[src/rtl/buffer_access_ctrl_if.sv]
// buffer_access_ctrl_if: request/strobe bundle between USB/AHB requesters and the buffer access controller
interface buffer_access_ctrl_if;
  logic       rx_byte_valid;
  logic       rx_packet_done;
  logic       tx_byte_req;
  logic       ahb_read_req;
  logic       ahb_write_req;
  logic [1:0] ahb_size;
  logic       tx_start;
  logic       flush_req;
  logic       buf_store_rx;
  logic       buf_get_rx;
  logic       buf_store_tx;
  logic       buf_get_tx;
  logic       buf_clear;
  logic [1:0] buf_data_size;
  logic       buf_reserved;
  logic       ahb_ack;
  logic       ahb_err;
  logic       rx_overrun;
  logic       rx_data_ready;
  logic       tx_sending;
  logic [6:0] byte_count;
  modport master (
    output rx_byte_valid, rx_packet_done, tx_byte_req, ahb_read_req, ahb_write_req,
           ahb_size, tx_start, flush_req,
    input  buf_store_rx, buf_get_rx, buf_store_tx, buf_get_tx, buf_clear, buf_data_size,
           buf_reserved, ahb_ack, ahb_err, rx_overrun, rx_data_ready, tx_sending, byte_count
  );
  modport slave (
    input  rx_byte_valid, rx_packet_done, tx_byte_req, ahb_read_req, ahb_write_req,
           ahb_size, tx_start, flush_req,
    output buf_store_rx, buf_get_rx, buf_store_tx, buf_get_tx, buf_clear, buf_data_size,
           buf_reserved, ahb_ack, ahb_err, rx_overrun, rx_data_ready, tx_sending, byte_count
  );
endinterface

[src/rtl/buffer_access_ctrl.sv]
// buffer_access_ctrl: arbitrates the shared endpoint buffer between USB RX/TX and AHB,
// issuing registered single-cycle buffer strobes and mirroring the fill level.
module buffer_access_ctrl #(
  parameter int BUF_DEPTH = 64
) (
  input logic                 clk,
  input logic                 rst,
  buffer_access_ctrl_if.slave bus
);
  typedef enum logic [2:0] {IDLE, RX_FILL, RX_READY, TX_FILL, TX_SEND} state_t;
  state_t     state_q, state_d;
  logic [6:0] count_q, count_d;
  logic       store_rx_q, store_rx_d;
  logic       get_rx_q, get_rx_d;
  logic       store_tx_q, store_tx_d;
  logic       get_tx_q, get_tx_d;
  logic       clear_q, clear_d;
  logic [1:0] size_q, size_d;
  logic       reserved_q, reserved_d;
  logic       ack_q, ack_d;
  logic       err_q, err_d;
  logic       overrun_q, overrun_d;
  logic       ready_q, ready_d;
  logic       sending_q, sending_d;
  logic [7:0] n8;
  logic [6:0] n7;
  logic       fits_wr, fits_rd, full;
  // Grant checks are done at 8 bits so count+n cannot wrap.
  assign n8      = 8'(bus.ahb_size) + 8'd1;
  assign n7      = n8[6:0];
  assign fits_wr = ({1'b0, count_q} + n8) <= 8'(BUF_DEPTH);
  assign fits_rd = n8 <= {1'b0, count_q};
  assign full    = count_q == 7'(BUF_DEPTH);
  always_comb begin
    state_d    = state_q;
    count_d    = count_q;
    store_rx_d = 1'b0;
    get_rx_d   = 1'b0;
    store_tx_d = 1'b0;
    get_tx_d   = 1'b0;
    clear_d    = 1'b0;
    size_d     = 2'd0;
    ack_d      = 1'b0;
    err_d      = 1'b0;
    overrun_d  = 1'b0;
    if (bus.flush_req) begin
      clear_d = 1'b1;
      count_d = 7'd0;
      state_d = IDLE;
    end else begin
      case (state_q)
        IDLE: begin
          err_d = bus.ahb_read_req | (bus.rx_byte_valid & bus.ahb_write_req);
          if (bus.rx_byte_valid) begin
            store_rx_d = 1'b1;
            count_d    = count_q + 7'd1;
            state_d    = RX_FILL;
          end else if (bus.ahb_write_req) begin
            store_tx_d = 1'b1;
            size_d     = bus.ahb_size;
            ack_d      = 1'b1;
            count_d    = count_q + n7;
            state_d    = TX_FILL;
          end
        end
        RX_FILL: begin
          err_d      = bus.ahb_read_req | bus.ahb_write_req;
          overrun_d  = bus.rx_byte_valid & full;
          store_rx_d = bus.rx_byte_valid & !full;
          count_d    = store_rx_d ? count_q + 7'd1 : count_q;
          if (bus.rx_packet_done) state_d = (count_d == 7'd0) ? IDLE : RX_READY;
        end
        RX_READY: begin
          overrun_d = bus.rx_byte_valid;
          get_rx_d  = bus.ahb_read_req & fits_rd;
          ack_d     = get_rx_d;
          size_d    = get_rx_d ? bus.ahb_size : 2'd0;
          err_d     = bus.ahb_write_req | (bus.ahb_read_req & !fits_rd);
          count_d   = get_rx_d ? count_q - n7 : count_q;
          state_d   = (count_d == 7'd0) ? IDLE : RX_READY;
        end
        TX_FILL: begin
          overrun_d  = bus.rx_byte_valid;
          store_tx_d = bus.ahb_write_req & fits_wr;
          ack_d      = store_tx_d;
          size_d     = store_tx_d ? bus.ahb_size : 2'd0;
          err_d      = bus.ahb_read_req | (bus.ahb_write_req & !fits_wr);
          count_d    = store_tx_d ? count_q + n7 : count_q;
          if (bus.tx_start) state_d = (count_d == 7'd0) ? IDLE : TX_SEND;
        end
        TX_SEND: begin
          overrun_d = bus.rx_byte_valid;
          err_d     = bus.ahb_read_req | bus.ahb_write_req;
          get_tx_d  = bus.tx_byte_req & (count_q != 7'd0);
          count_d   = get_tx_d ? count_q - 7'd1 : count_q;
          state_d   = (count_d == 7'd0) ? IDLE : TX_SEND;
        end
        default: state_d = IDLE;
      endcase
    end
    reserved_d = (state_d == TX_FILL) || (state_d == TX_SEND);
    ready_d    = state_d == RX_READY;
    sending_d  = state_d == TX_SEND;
  end
  always_ff @(posedge clk) begin
    if (rst) begin
      state_q    <= IDLE;
      count_q    <= 7'd0;
      store_rx_q <= 1'b0;
      get_rx_q   <= 1'b0;
      store_tx_q <= 1'b0;
      get_tx_q   <= 1'b0;
      clear_q    <= 1'b0;
      size_q     <= 2'd0;
      reserved_q <= 1'b0;
      ack_q      <= 1'b0;
      err_q      <= 1'b0;
      overrun_q  <= 1'b0;
      ready_q    <= 1'b0;
      sending_q  <= 1'b0;
    end else begin
      state_q    <= state_d;
      count_q    <= count_d;
      store_rx_q <= store_rx_d;
      get_rx_q   <= get_rx_d;
      store_tx_q <= store_tx_d;
      get_tx_q   <= get_tx_d;
      clear_q    <= clear_d;
      size_q     <= size_d;
      reserved_q <= reserved_d;
      ack_q      <= ack_d;
      err_q      <= err_d;
      overrun_q  <= overrun_d;
      ready_q    <= ready_d;
      sending_q  <= sending_d;
    end
  end
  assign bus.buf_store_rx  = store_rx_q;
  assign bus.buf_get_rx    = get_rx_q;
  assign bus.buf_store_tx  = store_tx_q;
  assign bus.buf_get_tx    = get_tx_q;
  assign bus.buf_clear     = clear_q;
  assign bus.buf_data_size = size_q;
  assign bus.buf_reserved  = reserved_q;
  assign bus.ahb_ack       = ack_q;
  assign bus.ahb_err       = err_q;
  assign bus.rx_overrun    = overrun_q;
  assign bus.rx_data_ready = ready_q;
  assign bus.tx_sending    = sending_q;
  assign bus.byte_count    = count_q;
endmodule

[src/flat_wrapper.sv]
// flat-port wrapper written by rule: the top's interface ports become plain ports
module buffer_access_ctrl_flat 
#(
  parameter int BUF_DEPTH = 64
)
  (clk, rst, bus_rx_byte_valid, bus_rx_packet_done, bus_tx_byte_req, bus_ahb_read_req, bus_ahb_write_req, bus_ahb_size, bus_tx_start, bus_flush_req, bus_buf_store_rx, bus_buf_get_rx, bus_buf_store_tx, bus_buf_get_tx, bus_buf_clear, bus_buf_data_size, bus_buf_reserved, bus_ahb_ack, bus_ahb_err, bus_rx_overrun, bus_rx_data_ready, bus_tx_sending, bus_byte_count);
  buffer_access_ctrl_if bus_i ();
  input logic clk;
  input logic rst;
  input wire logic [$bits(bus_i.rx_byte_valid)-1:0] bus_rx_byte_valid;
  input wire logic [$bits(bus_i.rx_packet_done)-1:0] bus_rx_packet_done;
  input wire logic [$bits(bus_i.tx_byte_req)-1:0] bus_tx_byte_req;
  input wire logic [$bits(bus_i.ahb_read_req)-1:0] bus_ahb_read_req;
  input wire logic [$bits(bus_i.ahb_write_req)-1:0] bus_ahb_write_req;
  input wire logic [$bits(bus_i.ahb_size)-1:0] bus_ahb_size;
  input wire logic [$bits(bus_i.tx_start)-1:0] bus_tx_start;
  input wire logic [$bits(bus_i.flush_req)-1:0] bus_flush_req;
  output wire logic [$bits(bus_i.buf_store_rx)-1:0] bus_buf_store_rx;
  output wire logic [$bits(bus_i.buf_get_rx)-1:0] bus_buf_get_rx;
  output wire logic [$bits(bus_i.buf_store_tx)-1:0] bus_buf_store_tx;
  output wire logic [$bits(bus_i.buf_get_tx)-1:0] bus_buf_get_tx;
  output wire logic [$bits(bus_i.buf_clear)-1:0] bus_buf_clear;
  output wire logic [$bits(bus_i.buf_data_size)-1:0] bus_buf_data_size;
  output wire logic [$bits(bus_i.buf_reserved)-1:0] bus_buf_reserved;
  output wire logic [$bits(bus_i.ahb_ack)-1:0] bus_ahb_ack;
  output wire logic [$bits(bus_i.ahb_err)-1:0] bus_ahb_err;
  output wire logic [$bits(bus_i.rx_overrun)-1:0] bus_rx_overrun;
  output wire logic [$bits(bus_i.rx_data_ready)-1:0] bus_rx_data_ready;
  output wire logic [$bits(bus_i.tx_sending)-1:0] bus_tx_sending;
  output wire logic [$bits(bus_i.byte_count)-1:0] bus_byte_count;
  assign bus_i.rx_byte_valid = bus_rx_byte_valid;
  assign bus_i.rx_packet_done = bus_rx_packet_done;
  assign bus_i.tx_byte_req = bus_tx_byte_req;
  assign bus_i.ahb_read_req = bus_ahb_read_req;
  assign bus_i.ahb_write_req = bus_ahb_write_req;
  assign bus_i.ahb_size = bus_ahb_size;
  assign bus_i.tx_start = bus_tx_start;
  assign bus_i.flush_req = bus_flush_req;
  assign bus_buf_store_rx = bus_i.buf_store_rx;
  assign bus_buf_get_rx = bus_i.buf_get_rx;
  assign bus_buf_store_tx = bus_i.buf_store_tx;
  assign bus_buf_get_tx = bus_i.buf_get_tx;
  assign bus_buf_clear = bus_i.buf_clear;
  assign bus_buf_data_size = bus_i.buf_data_size;
  assign bus_buf_reserved = bus_i.buf_reserved;
  assign bus_ahb_ack = bus_i.ahb_ack;
  assign bus_ahb_err = bus_i.ahb_err;
  assign bus_rx_overrun = bus_i.rx_overrun;
  assign bus_rx_data_ready = bus_i.rx_data_ready;
  assign bus_tx_sending = bus_i.tx_sending;
  assign bus_byte_count = bus_i.byte_count;
  buffer_access_ctrl #(.BUF_DEPTH(BUF_DEPTH)) u_core (.clk(clk), .rst(rst), .bus(bus_i));
endmodule
[config.mk]
export PLATFORM = sky130hd
export DESIGN_NAME = buffer_access_ctrl_flat
export DESIGN_NICKNAME = d
export VERILOG_FILES = /design/src/rtl/buffer_access_ctrl_if.sv /design/src/rtl/buffer_access_ctrl.sv /design/src/flat_wrapper.sv
export SDC_FILE = /design/constraint.sdc
export NUM_CORES = 1
export LEC_CHECK = 0
export ABC_CLOCK_PERIOD_IN_PS = 4600
export CAP_MARGIN = 20
export CORE_MARGIN = 1
export CORE_UTILIZATION = 55
export CTS_CLUSTER_DIAMETER = 50
export DETAILED_ROUTE_END_ITERATION = 16
export GPL_TIMING_DRIVEN = 0
export HOLD_SLACK_MARGIN = 0.1
export PLACE_DENSITY = 0.89
export SLEW_MARGIN = 40
export SYNTH_ARGS = -nofsm -noshare
export SYNTH_HDL_FRONTEND = slang
export SYNTH_SLANG_ARGS = --single-unit
export TNS_END_PERCENT = 20
[constraint.sdc]
create_clock -name clk -period 4.6 [get_ports clk]
set_clock_uncertainty 0.2 [all_clocks]
set_input_delay 0.92 -clock clk [delete_from_list [all_inputs] [get_ports clk]]
set_output_delay 0.92 -clock clk [all_outputs]
set_load 0.005 [all_outputs]
Yosys cells after proc, flatten, opt, wreduce, memory -nomap -nowiden:

Cells that the tools add are included.

* register bits: 23
* output and inout port bits: 20
* word-level logic and storage cells: 93

* add/sub/neg operators: 6
* magnitude comparators: 2
* equal/unequal tests: 9
* mux-type cells: 31
* bitwise logic cells: 14
* reduce and logical (&&, ||, !) cells: 17

Operators with widths (number)
* two-way mux 7 bit: 6
* case mux 7 bit (5 select lines): 1
* zero test 7 bit: 4
* two-way mux 3 bit: 7
* case mux 3 bit (5 select lines): 1
* equality test 3 x 2 -> 1 bit (second input constant): 4
* two-way mux 2 bit: 6
* OR reduction 3 bit: 3
* adder 7 x 8 -> 8 bit: 1
* AND 1 bit: 8
* less-or-equal comparator 8 x 7 -> 1 bit: 1
* less-or-equal comparator 8 x 7 -> 1 bit (second input constant): 1
* adder 7 x 1 -> 7 bit (second input constant): 1
* adder 7 bit: 1
* equality test 7 bit (second input constant): 1
* nonzero test 7 bit: 1
* subtractor 7 x 1 -> 7 bit (second input constant): 1
* subtractor 7 bit: 1
* equality test 3 bit (second input constant): 2
* case mux 1 bit (2 select lines): 3
* case mux 2 bit (3 select lines): 1
* nonzero test 5 bit: 1
* two-way mux 1 bit: 4
* bitwise OR 1 bit: 4
* other kinds (11): 15

Logic depth before layout (Yosys ltp):

Gate-level depths: netlist of the first run.

* depth in word-level cells: 12
* mapped depth: 13
* depth with buffers taken out: 11

Worst setup path after synthesis of the first run:

Ideal clock, no wire load.

* path kind: input to register
* start point: input bus_ahb_size[0]
* end point: register u_core.count_q[4] (netlist: u_core.bus.byte_count[4])
* setup time: 74 ps
* data arrival time: 3309 ps
* path slack: 1016 ps
* cell stages on the path: 9
* cells stage by stage: ha_1 > inv_1 > fa_1 > or3b_1 > a32o_1 > o22ai_2 > o2111ai_4 > or4_1 > a31oi_1

* longest elaborated chain between the ends: 6

Ends and longest elaborated chain
* start, declared: line flat_wrapper.sv:15 `input wire logic [$bits(bus_i.ahb_size)-1:0] bus_ahb_size;`
* adder 2 x 1 -> 3 bit *: line buffer_access_ctrl.sv:29 `assign n8 = 8'(bus.ahb_size) + 8'd1;`
* adder 7 x 8 -> 8 bit: line buffer_access_ctrl.sv:31 `assign fits_wr = ({1'b0, count_q} + n8) <= 8'(BUF_DEPTH);`
* less-or-equal comparator 8 x 7 -> 1 bit: line buffer_access_ctrl.sv:31
* AND 1 bit: line buffer_access_ctrl.sv:84 `store_tx_d = bus.ahb_write_req & fits_wr;`
* two-way mux 7 bit: line buffer_access_ctrl.sv:88 `count_d = store_tx_d ? count_q + n7 : count_q;`
* case mux 7 bit (5 select lines) *: line buffer_access_ctrl.sv:51 `case (state_q)`
* end signal, assigned: line buffer_access_ctrl.sv:123 `count_q <= count_d;`
* end, declared: line buffer_access_ctrl.sv:12 `logic [6:0] count_q, count_d;`

Every way passes the cells marked *; elsewhere a longest branch is shown, timed or not. The select of a mux whose other input is x is not followed.
A chain may end at the register's enable or synchronous reset.

Worst setup path after layout of the first run:

* start point: register u_core.count_q[2] (netlist: u_core.bus.byte_count[2])
* end point: register u_core.ready_q (netlist: u_core.bus.rx_data_ready)

* longest elaborated chain between the ends: 10

Ends and longest elaborated chain
* adder 7 x 8 -> 8 bit / equality test 7 bit (equally long branches): line buffer_access_ctrl.sv:31, buffer_access_ctrl.sv:33
* less-or-equal comparator 8 x 7 -> 1 bit / zero test 1 bit (equally long branches): line buffer_access_ctrl.sv:31, buffer_access_ctrl.sv:69
* AND 1 bit (on tied branches): line buffer_access_ctrl.sv:84, buffer_access_ctrl.sv:69
* two-way mux 7 bit (on tied branches): line buffer_access_ctrl.sv:88, buffer_access_ctrl.sv:70
* zero test 7 bit (on tied branches): line buffer_access_ctrl.sv:89, buffer_access_ctrl.sv:71
* two-way mux 3 bit / two-way mux 2 bit (equally long branches): line buffer_access_ctrl.sv:89, buffer_access_ctrl.sv:71
* two-way mux 3 bit (on tied branches): line buffer_access_ctrl.sv:89, buffer_access_ctrl.sv:71
* case mux 3 bit (5 select lines) *: line buffer_access_ctrl.sv:51
* two-way mux 3 bit *: line buffer_access_ctrl.sv:46 `if (bus.flush_req) begin`
* equality test 3 x 2 -> 1 bit *: line buffer_access_ctrl.sv:102 `ready_d = state_d == RX_READY;`
* end signal, assigned: line buffer_access_ctrl.sv:134 `ready_q <= ready_d;`
* end, declared: line buffer_access_ctrl.sv:23 `logic ready_q, ready_d;`

Every way passes the cells marked *; elsewhere a longest branch is shown, timed or not.

==> Flow_metrics.wiki, run 1 <==
{| class="wikitable"
! Metric !! Value
|-
| Outcome || complete, no violations
|-
| Vertical die dimension || 69.4 microns
|-
| Share of the clock period used by the worst path || between 90% and 100%
|-
| # clock sinks || 23
|-
| Initial core utilization || 57.4%
|-
| Area share of the leading cell type in the synthesized netlist || a little under a fifth
|-
| Final-stage net count || just over 400
|-
| Capturing element type of the critical path || flop
|-
| Final routed wire length divided by cell count || between 20 and 25 microns
|-
| Share of synthesized registers carrying an async set or reset || 0%
|-
| Startpoint of the worst-slack reg-to-reg timing path || u_core.bus.byte_count[2]$_SDFFE_PP0P_
|-
| Final RePlAce weighted congestion || roughly 1.1
|-
| Inserted Clock Buffers || 3
|-
| Pre-CTS WS || between 100 and 150 ps
|-
| Routed via count || a little under 3k
|-
| Std-Cell Core Area || between 4000 and 5000 sq um
|-
| Total global-route track usage || a little under two fifths
|-
| Synth top area cells || dfxtp_1 18%, ha_1 7.0%, a21oi_1 5.2%
|-
| Post-CTS clock slew at the launch and capture registers of the worst setup and hold paths || approximately 90 ps
|-
| Total of endpoints with negative setup slack in the final report || 0
|-
| Transition time of the tightest slew-check pin || 793 ps
|-
| Power density normalized to cell area || roughly 210 nW/um^2
|-
| Unrepaired setup endpoints after global routing || no
|-
| Total standard cell area after synthesis || about 2500 sq um
|-
| # hold bufs at CTS || 0
|-
| Total Power || about 610 uW
|-
| Critical Path Max Stage Delay || slightly below 700 ps
|-
| Flip-flop and latch count after synthesis || 23
|-
| Terminating pin of the worst hold path || u_core.bus.byte_count[6]$_SDFFE_PP0P_
|-
| First DRT Iteration DRCs || 424
|-
| Worst flop-to-flop path endpoint || u_core.bus.rx_data_ready$_SDFF_PP0_
|-
| Number of global-route vias before repair || ~2.8k
|-
| Placed wire-length estimate after detailed placement || around 6.6 mm
|-
| Number of top-level pins || 31
|-
| Series of cell instances along the critical path || clkbuf_1, clkbuf_1, inv_1, ha_1, buf_2, a21oi_1, a32oi_1, a21oi_1, inv_1, or4b_2, a211oi_1, nor2_1
|-
| Switching Share || 40.0%
|-
| Via-per-instance ratio || about 7.0
|-
| Yosys warns || 0
|-
| Mean instance size in the synthesized netlist || just over 7 sq um
|-
| Overall die area || around 4800 sq um
|-
| Critical Setup Path Class || reg2reg
|-
| Number of antenna violations at the first check in global routing || 0
|-
| Startpoint types || flop
|-
| Max Freq || 0.227 GHz
|-
| ANT nets after route || 0
|-
| Cell Int Power || 367 uW
|-
| Port buffer count || 28
|-
| EDFF count, synth || 0
|-
| Diodes inserted || 0
|-
| Origin of the worst min-delay path || u_core.bus.byte_count[6]$_SDFFE_PP0P_
|-
| Endpoint required time on the critical path || about 4600 ps
|-
| Horizontal die dimension || a little under 70 microns
|-
| CTS tree || done
|-
| Critical Path Fanout Max || 10
|-
| Final Max Slew Viols || 0
|-
| DRC violations left || 0
|-
| Relative area change from synthesis to final layout || 15.8%
|-
| Prevailing post-synth register cell || dfxtp_1
|-
| R2r setup slk || about 190 ps
|-
| Filler Cell Count || between 400 and 500
|-
| Maximum VDD drop || ~0.15 mV
|-
| Crit path DAT || ~4400 ps
|-
| Comb power frac || between 40 and 50%
|-
| Type of the worst min-delay path || reg2reg
|-
| Maximum buffer depth of the clock tree || 2
|-
| H-tree levels || 1
|-
| CTS root buf || clkbuf_8
|-
| Worst hold stages || 2
|-
| Leakage || 0.00112 uW
|-
| Number of hold violations in the final report || 0
|-
| Hold WS || 653 ps
|-
| WL final || slightly below 9 mm
|-
| Setup TNS || 0 ps
|-
| Post-route cell area || 2900 sq um
|-
| Sequential fraction of the synthesis area || between 10% and 20%
|-
| Max capacitance violation total || 0
|-
| Net switching power || approximately 250 uW
|-
| Sequential Power Share || between 30% and 40%
|-
| Post-Syn Instances || roughly 340
|-
| Area post-placement || around 2800 sq um
|-
| Worst max-slew margin expressed relative to the limit || a little under half
|-
| Netlist cell types || 60
|-
| Global-route wire length before repair || approximately 14 mm
|-
| Largest area contributor in the netlist || dfxtp_1
|-
| Minimum clock period after layout || approximately 4400 ps
|-
| Largest net degree at the start of global routing || 15
|-
| Slowest CP cell || or4b_2
|-
| GRT overflow || 0
|-
| Row cnt || 24
|-
| Worst-case setup margin in the final layout || 187 ps
|-
| Clock latency at the later pin of the worst-skew pair || 270 ps
|-
| Clock power share || between 20% and 30%
|-
| Depth of the worst register-to-register path || 12
|-
| First-pass detailed-route iteration total || 6
|-
| Post-synthesis net count || 371
|-
| Share of final-layout standard cells stronger than drive strength 1 || under 10%
|}
cells in the mapped netlist, types with 2 or more instances:
| master | number |
|---|---|
| fa_1 | 2 |
| xor2_1 | 2 |
| nand2_1 | 28 |
| o31ai_1 | 4 |
| clkbuf_1 | 19 |
| buf_2 | 5 |
| o21bai_1 | 2 |
| nor3_1 | 10 |
| inv_1 | 15 |
| o32ai_1 | 5 |
| o21ai_0 | 25 |
| and2_1 | 3 |
| a311oi_1 | 4 |
| o221ai_1 | 2 |
| o21a_1 | 6 |
| a21oi_1 | 26 |
| a31oi_1 | 8 |
| o211ai_1 | 4 |
| or4_1 | 2 |
| nor2_1 | 33 |
| dfxtp_1 | 23 |
| o22ai_1 | 2 |
| mux2i_1 | 11 |
| and4_1 | 4 |
| and3_1 | 8 |
| nand2b_1 | 4 |
| nand3_1 | 10 |
| nand4_1 | 2 |
| nor2b_1 | 6 |
| ha_1 | 14 |
| nor3b_1 | 2 |
| or2_2 | 4 |
| or3_1 | 3 |
| o31a_1 | 4 |
| o211a_1 | 2 |
| xnor2_1 | 8 |
| a211oi_1 | 9 |
cells by family after synthesis:
group,after synthesis,synth area share [%]
mux,11,4.40
flops,23,18.4
buf+inv,42,6.85
compound gates,115,31.8
simple gates,127,26.5
fa+ha+maj,16,8.60
xor+xnor,10,3.50
final cells by class:
cell class	count	area, sq um	area share [%]
Timing Repair Buffer	28	280	9.68
Buffer	26	113	3.89
Inverter	16	60.1	2.07
Clock inverter	1	7.51	0.259
Tap cell	52	65.1	2.25
Clock buffer	3	41.3	1.43
Sequential cell	23	460	15.9
Multi-Input combinational cell	279	1870	64.5
critical path: cells and delay by family, from the launching register on:
family,cells,cell delay (ps)
buffers and inverters,5,1350
adder cells (fa/ha/maj),1,320
AO/OA/AOI/OAI,4,1170
flip-flops,1,500
AND/OR/NAND/NOR,2,760
through the flow:
step	std cells	utilization (%)
after floorplan	344	-
after global placement	424	65.4
after detailed placement	424	65.4
after CTS	428	66.5
after global routing	428	66.5
final	428	66.5
power groups by stage:
stage / clock (uW) / combinational [uW] / sequential, uW
2_1_floorplan: 0 / 175 / 216
3_3_place_gp: 0 / 255 / 217
3_5_place_dp: 0 / 257 / 217
4_1_cts: 132 / 259 / 212
5_1_grt: 140 / 288 / 214
6_report: 131 / 269 / 213
routing by layer:
| layer | routed length [microns] | track usage, % |
|---|---|---|
| met3 | 972 | 8.58 |
| met1 | 3540 | 48.9 |
| met5 | 0 | 0 |
| met4 | 403 | 17.9 |
| met2 | 3970 | 57.3 |
what timing repair did:
item,in CTS,in global routing
resized for setup,0,2
setup buffers,0,0
setup endpoints to repair,0,1
sequential cells by signal, indices dropped and copies added, names as in the netlist:
signal                    flops
u_core.bus.ahb_ack            1
u_core.bus.ahb_err            1
u_core.bus.buf_clear          1
u_core.bus.buf_data_size      2
u_core.bus.buf_get_rx         1
u_core.bus.buf_get_tx         1
u_core.bus.buf_reserved       1
u_core.bus.buf_store_rx       1
u_core.bus.buf_store_tx       1
u_core.bus.byte_count         7
u_core.bus.rx_data_ready      1
u_core.bus.rx_overrun         1
u_core.bus.tx_sending         1
u_core.state_q                3
worst max path at each step:
stage / start / slack [ps] / cells past startpoint / end
2_1_floorplan: bus_ahb_size[0] / 1020 / 9 / u_core.bus.byte_count[4]$_SDFFE_PP0P_
3_3_place_gp: bus_ahb_size[0] / 130 / 11 / u_core.bus.buf_reserved$_SDFF_PP0_
3_5_place_dp: bus_ahb_size[0] / 100 / 11 / u_core.bus.buf_reserved$_SDFF_PP0_
4_1_cts: u_core.bus.byte_count[2]$_SDFFE_PP0P_ / 310 / 12 / u_core.bus.rx_data_ready$_SDFF_PP0_
5_1_grt: u_core.bus.byte_count[2]$_SDFFE_PP0P_ / 20 / 12 / u_core.bus.rx_data_ready$_SDFF_PP0_
6_report: u_core.bus.byte_count[2]$_SDFFE_PP0P_ / 190 / 12 / u_core.bus.rx_data_ready$_SDFF_PP0_
layout by cell type, fill, tap and decap left out, types with 3 or more instances in the layout:
cell type / Yosys / final
o31ai_1: 4 / 4
clkbuf_1: 19 / 18
a31oi_1: 8 / 8
or2_2: 4 / 4
mux2i_1: 11 / 11
buf_2: 5 / 5
clkdlybuf4s50_1: 0 / 28
a311oi_1: 4 / 4
xnor2_1: 8 / 8
clkbuf_8: 0 / 3
o211ai_1: 4 / 4
o32ai_1: 5 / 5
o21a_1: 6 / 6
dfxtp_1: 23 / 23
nor2_1: 33 / 33
o31a_1: 4 / 4
or3_1: 3 / 3
ha_1: 14 / 14
nand3_1: 10 / 10
nor3_1: 10 / 10
nand2_1: 28 / 28
inv_1: 15 / 15
nand2b_1: 4 / 4
o21ai_0: 25 / 25
and4_1: 4 / 4
a21oi_1: 26 / 26
and3_1: 8 / 8
nor2b_1: 6 / 6
and2_1: 3 / 3
a211oi_1: 9 / 9
Power figures use the tool's default switching activity.
==> run 2, diff against run 1 <==
--- a/config.mk
+++ b/config.mk
@@ -5,7 +5,6 @@
 export SDC_FILE = /design/constraint.sdc
 export NUM_CORES = 1
 export LEC_CHECK = 0
-export ABC_CLOCK_PERIOD_IN_PS = 4600
 export CAP_MARGIN = 20
 export CORE_MARGIN = 1
 export CORE_UTILIZATION = 55
@@ -13,6 +12,7 @@
 export DETAILED_ROUTE_END_ITERATION = 16
 export GPL_TIMING_DRIVEN = 0
 export HOLD_SLACK_MARGIN = 0.1
+export MAX_ROUTING_LAYER = met4
 export PLACE_DENSITY = 0.89
 export SLEW_MARGIN = 40
 export SYNTH_ARGS = -nofsm -noshare
==> run 2 against run 1 <==
Via count down 1.4%. Cell area fell by 0.13%. Count of clock-buffer cells in the layout unchanged. Maximum frequency rose by 3.8%. Power is 1.5% higher. Sequential cell count did not move. Die area unchanged. Worst hold slack got worse by 48 ps. Sequential share of layout area is essentially flat. Wire length down 0.15%. Sequential power about the same.
==> Flow_metrics.wiki, run 2 (synthesis gave the netlist of run 1 again) <==
{| class="wikitable"
! Metric !! Value
|-
| Std-Cell Core Area || 4350 sq um (unchanged)
|-
| DRC violations left || 0 (unchanged)
|-
| Relative area change from synthesis to final layout || 15.7%
|-
| Overall die area || 4820 sq um (unchanged)
|-
| Maximum VDD drop || 0.140 mV (-5.1%)
|-
| Number of antenna violations at the first check in global routing || 0 (unchanged)
|-
| Total global-route track usage || 38.7% (+1.4 points)
|-
| Vertical die dimension || 69.4 microns (unchanged)
|-
| Number of top-level pins || 31 (unchanged)
|-
| CTS tree || done
|-
| Via-per-instance ratio || 6.86 (-1.4%)
|-
| Endpoint required time on the critical path || 4570 ps (+20 ps)
|-
| Final Max Slew Viols || 0 (unchanged)
|-
| First DRT Iteration DRCs || 450 (+6.1%)
|-
| Leakage || 0.00112 uW (about the same)
|-
| Inserted Clock Buffers || 3 (unchanged)
|-
| Largest register FFs || 7 (unchanged)
|-
| Diodes inserted || 0 (unchanged)
|-
| Routed via count || 2938 (-1.4%)
|-
| Total of endpoints with negative setup slack in the final report || 0 (unchanged)
|-
| Series of cell instances along the critical path || clkbuf_1, clkbuf_1, inv_1, ha_1, buf_2, a21oi_1, a32oi_1, a21oi_1, clkbuf_1, nand3_1, mux2i_1, o32ai_1, a31oi_1
|-
| Setup TNS || 0 ps (unchanged)
|-
| Power density normalized to cell area || 215 nW/um^2 (+1.6%)
|-
| CTS root buf || clkbuf_8
|-
| WL final || 8.87 mm (-0.15%)
|-
| Row cnt || 24 (unchanged)
|-
| Number of global-route vias before repair || 2689 (-2.6%)
|-
| Global-route wire length before repair || 14.0 mm (-1.4%)
|-
| # clock sinks || 23 (unchanged)
|-
| Number of cells upsized or downsized after cts || 0 (unchanged)
|-
| ANT nets after route || 0 (unchanged)
|-
| Placed wire-length estimate after detailed placement || 6.59 mm (-0.90%)
|-
| Share of final-layout standard cells stronger than drive strength 1 || 5.59% (-0.27 points)
|-
| Most used cells in the layout excluding fill and tap cells || 33 x nor2_1, 28 x nand2_1, 28 x clkdlybuf4s50_1
|-
| Commonest non-fill, non-tap cell in the layout || nor2_1
|-
| Type of the worst min-delay path || reg2reg
|-
| Startpoint types || flop
|-
| Post-CTS clock slew at the launch and capture registers of the worst setup and hold paths || 100 ps (about the same)
|-
| Number of hold violations in the final report || 0 (unchanged)
|-
| Unrepaired setup endpoints after global routing || no
|-
| Final-stage net count || 404 (unchanged)
|-
| Critical Path Fanout Max || 10 (unchanged)
|-
| Clock latency at the later pin of the worst-skew pair || 290 ps (+20 ps)
|-
| Critical Setup Path Class || reg2reg
|-
| Filler Cell Count || 389 (-4.7%)
|-
| Total Power || 622 uW (+1.5%)
|-
| Transition time of the tightest slew-check pin || 798 ps (+4.88 ps)
|-
| Outcome || complete, no violations
|-
| # hold bufs at CTS || 0 (unchanged)
|-
| First-pass detailed-route iteration total || 5 (-1)
|-
| H-tree levels || 1 (unchanged)
|-
| Horizontal die dimension || 69.4 microns (unchanged)
|-
| Capturing element type of the critical path || flop
|-
| Port buffer count || 28 (unchanged)
|-
| Critical Path Max Stage Delay || 470 ps (-210 ps)
|-
| Share of the clock period used by the worst path || 92.4% (-3.5 points)
|-
| Minimum clock period after layout || 4250 ps (-163 ps)
|-
| GRT overflow || 0 (unchanged)
|-
| Final routed wire length divided by cell count || 20.7 microns (-0.15%)
|-
| Top cell by count, worst path || clkbuf_1
|-
| Max capacitance violation total || 0 (unchanged)
|-
| Initial core utilization || 57.4% (unchanged)
|-
| Largest net degree at the start of global routing || 14 (-1)
|-
| Slowest CP cell || clkbuf_1
|-
| Maximum buffer depth of the clock tree || 2 (unchanged)
|-
| Max Freq || 0.235 GHz (+3.8%)
|-
| Count of buffers added by post-CTS timing repair for setup || 0 (unchanged)
|-
| Worst max-slew margin expressed relative to the limit || 46.6% (-0.12 points)
|-
| Final RePlAce weighted congestion || 1.03 (-1.8%)
|-
| Crit path DAT || 4220 ps (-140 ps)
|}
[run 2: through the flow]
step	std cells	utilization [%]	worst slack [ps]	instance area, sq um	hold WS, ps
after detailed placement	424	65.4	165	2850	572
after CTS	428	66.4	452	2890	583
after floorplan	344	-	1020	2500	474
after global placement	424	65.4	206	2850	565
after global routing	428	66.4	224	2890	671
final	428	66.4	350	2890	605
[run 2: routing by layer]
layer / up-vias / wire, microns / track usage [%]
met5: - / 0 / -
met4: 0 / 355 / 17.7
met3: 33 / 976 / 6.98
met2: 183 / 3950 / 57.6
met1: 1388 / 3590 / 50.9
li1: 1334 / - / -
[run 2: final cells by class]
type	count	area (sq um)	share of cell area, %
Buffer	26	111	3.85
Clock buffer	3	41.3	1.43
Clock inverter	1	5.00	0.173
Inverter	16	60.1	2.08
Multi-Input combinational cell	279	1870	64.6
Sequential cell	23	460	15.9
Tap cell	52	65.1	2.25
Timing Repair Buffer	28	280	9.69
[run 2: path summary, 6_finish.rpt]
check                                             start                                    end  slack [ps]  cells past startpoint
hold / removal             u_core.state_q[2]$_SDFF_PP0_  u_core.bus.byte_count[0]$_SDFFE_PP0P_         600                      3
hold reg to reg            u_core.state_q[2]$_SDFF_PP0_  u_core.bus.byte_count[0]$_SDFFE_PP0P_         600                      3
setup / recovery  u_core.bus.byte_count[2]$_SDFFE_PP0P_  u_core.bus.byte_count[4]$_SDFFE_PP0P_         350                     13
setup reg to reg  u_core.bus.byte_count[2]$_SDFFE_PP0P_  u_core.bus.byte_count[4]$_SDFFE_PP0P_         350                     13
[run 2: report_power, final]
part,total [uW],switching (uW),leakage [uW],internal (uW)
registers,212,6.37,0.000187,206
logic,266,166,0.000910,99.4
clock network,144,82.6,0.0000255,61.1
total,622,255,0.00112,366
[run 2: worst max-delay path, delay by kind of cell (launching register included)]
kind            cells  cell delay, ps
compound gates      5            1040
flops               1             450
mux                 1             180
buf+inv             5            1650
simple gates        1             270
fa+ha+maj           1             340
==> run 3, diff against run 2 <==
--- a/config.mk
+++ b/config.mk
@@ -14,7 +14,7 @@
 export HOLD_SLACK_MARGIN = 0.1
 export MAX_ROUTING_LAYER = met4
 export PLACE_DENSITY = 0.89
-export SLEW_MARGIN = 40
+export SLEW_MARGIN = 10
 export SYNTH_ARGS = -nofsm -noshare
 export SYNTH_HDL_FRONTEND = slang
 export SYNTH_SLANG_ARGS = --single-unit
==> results of run 3 <==
No change in the layout: final DEF, timing and power equal those of run 2.
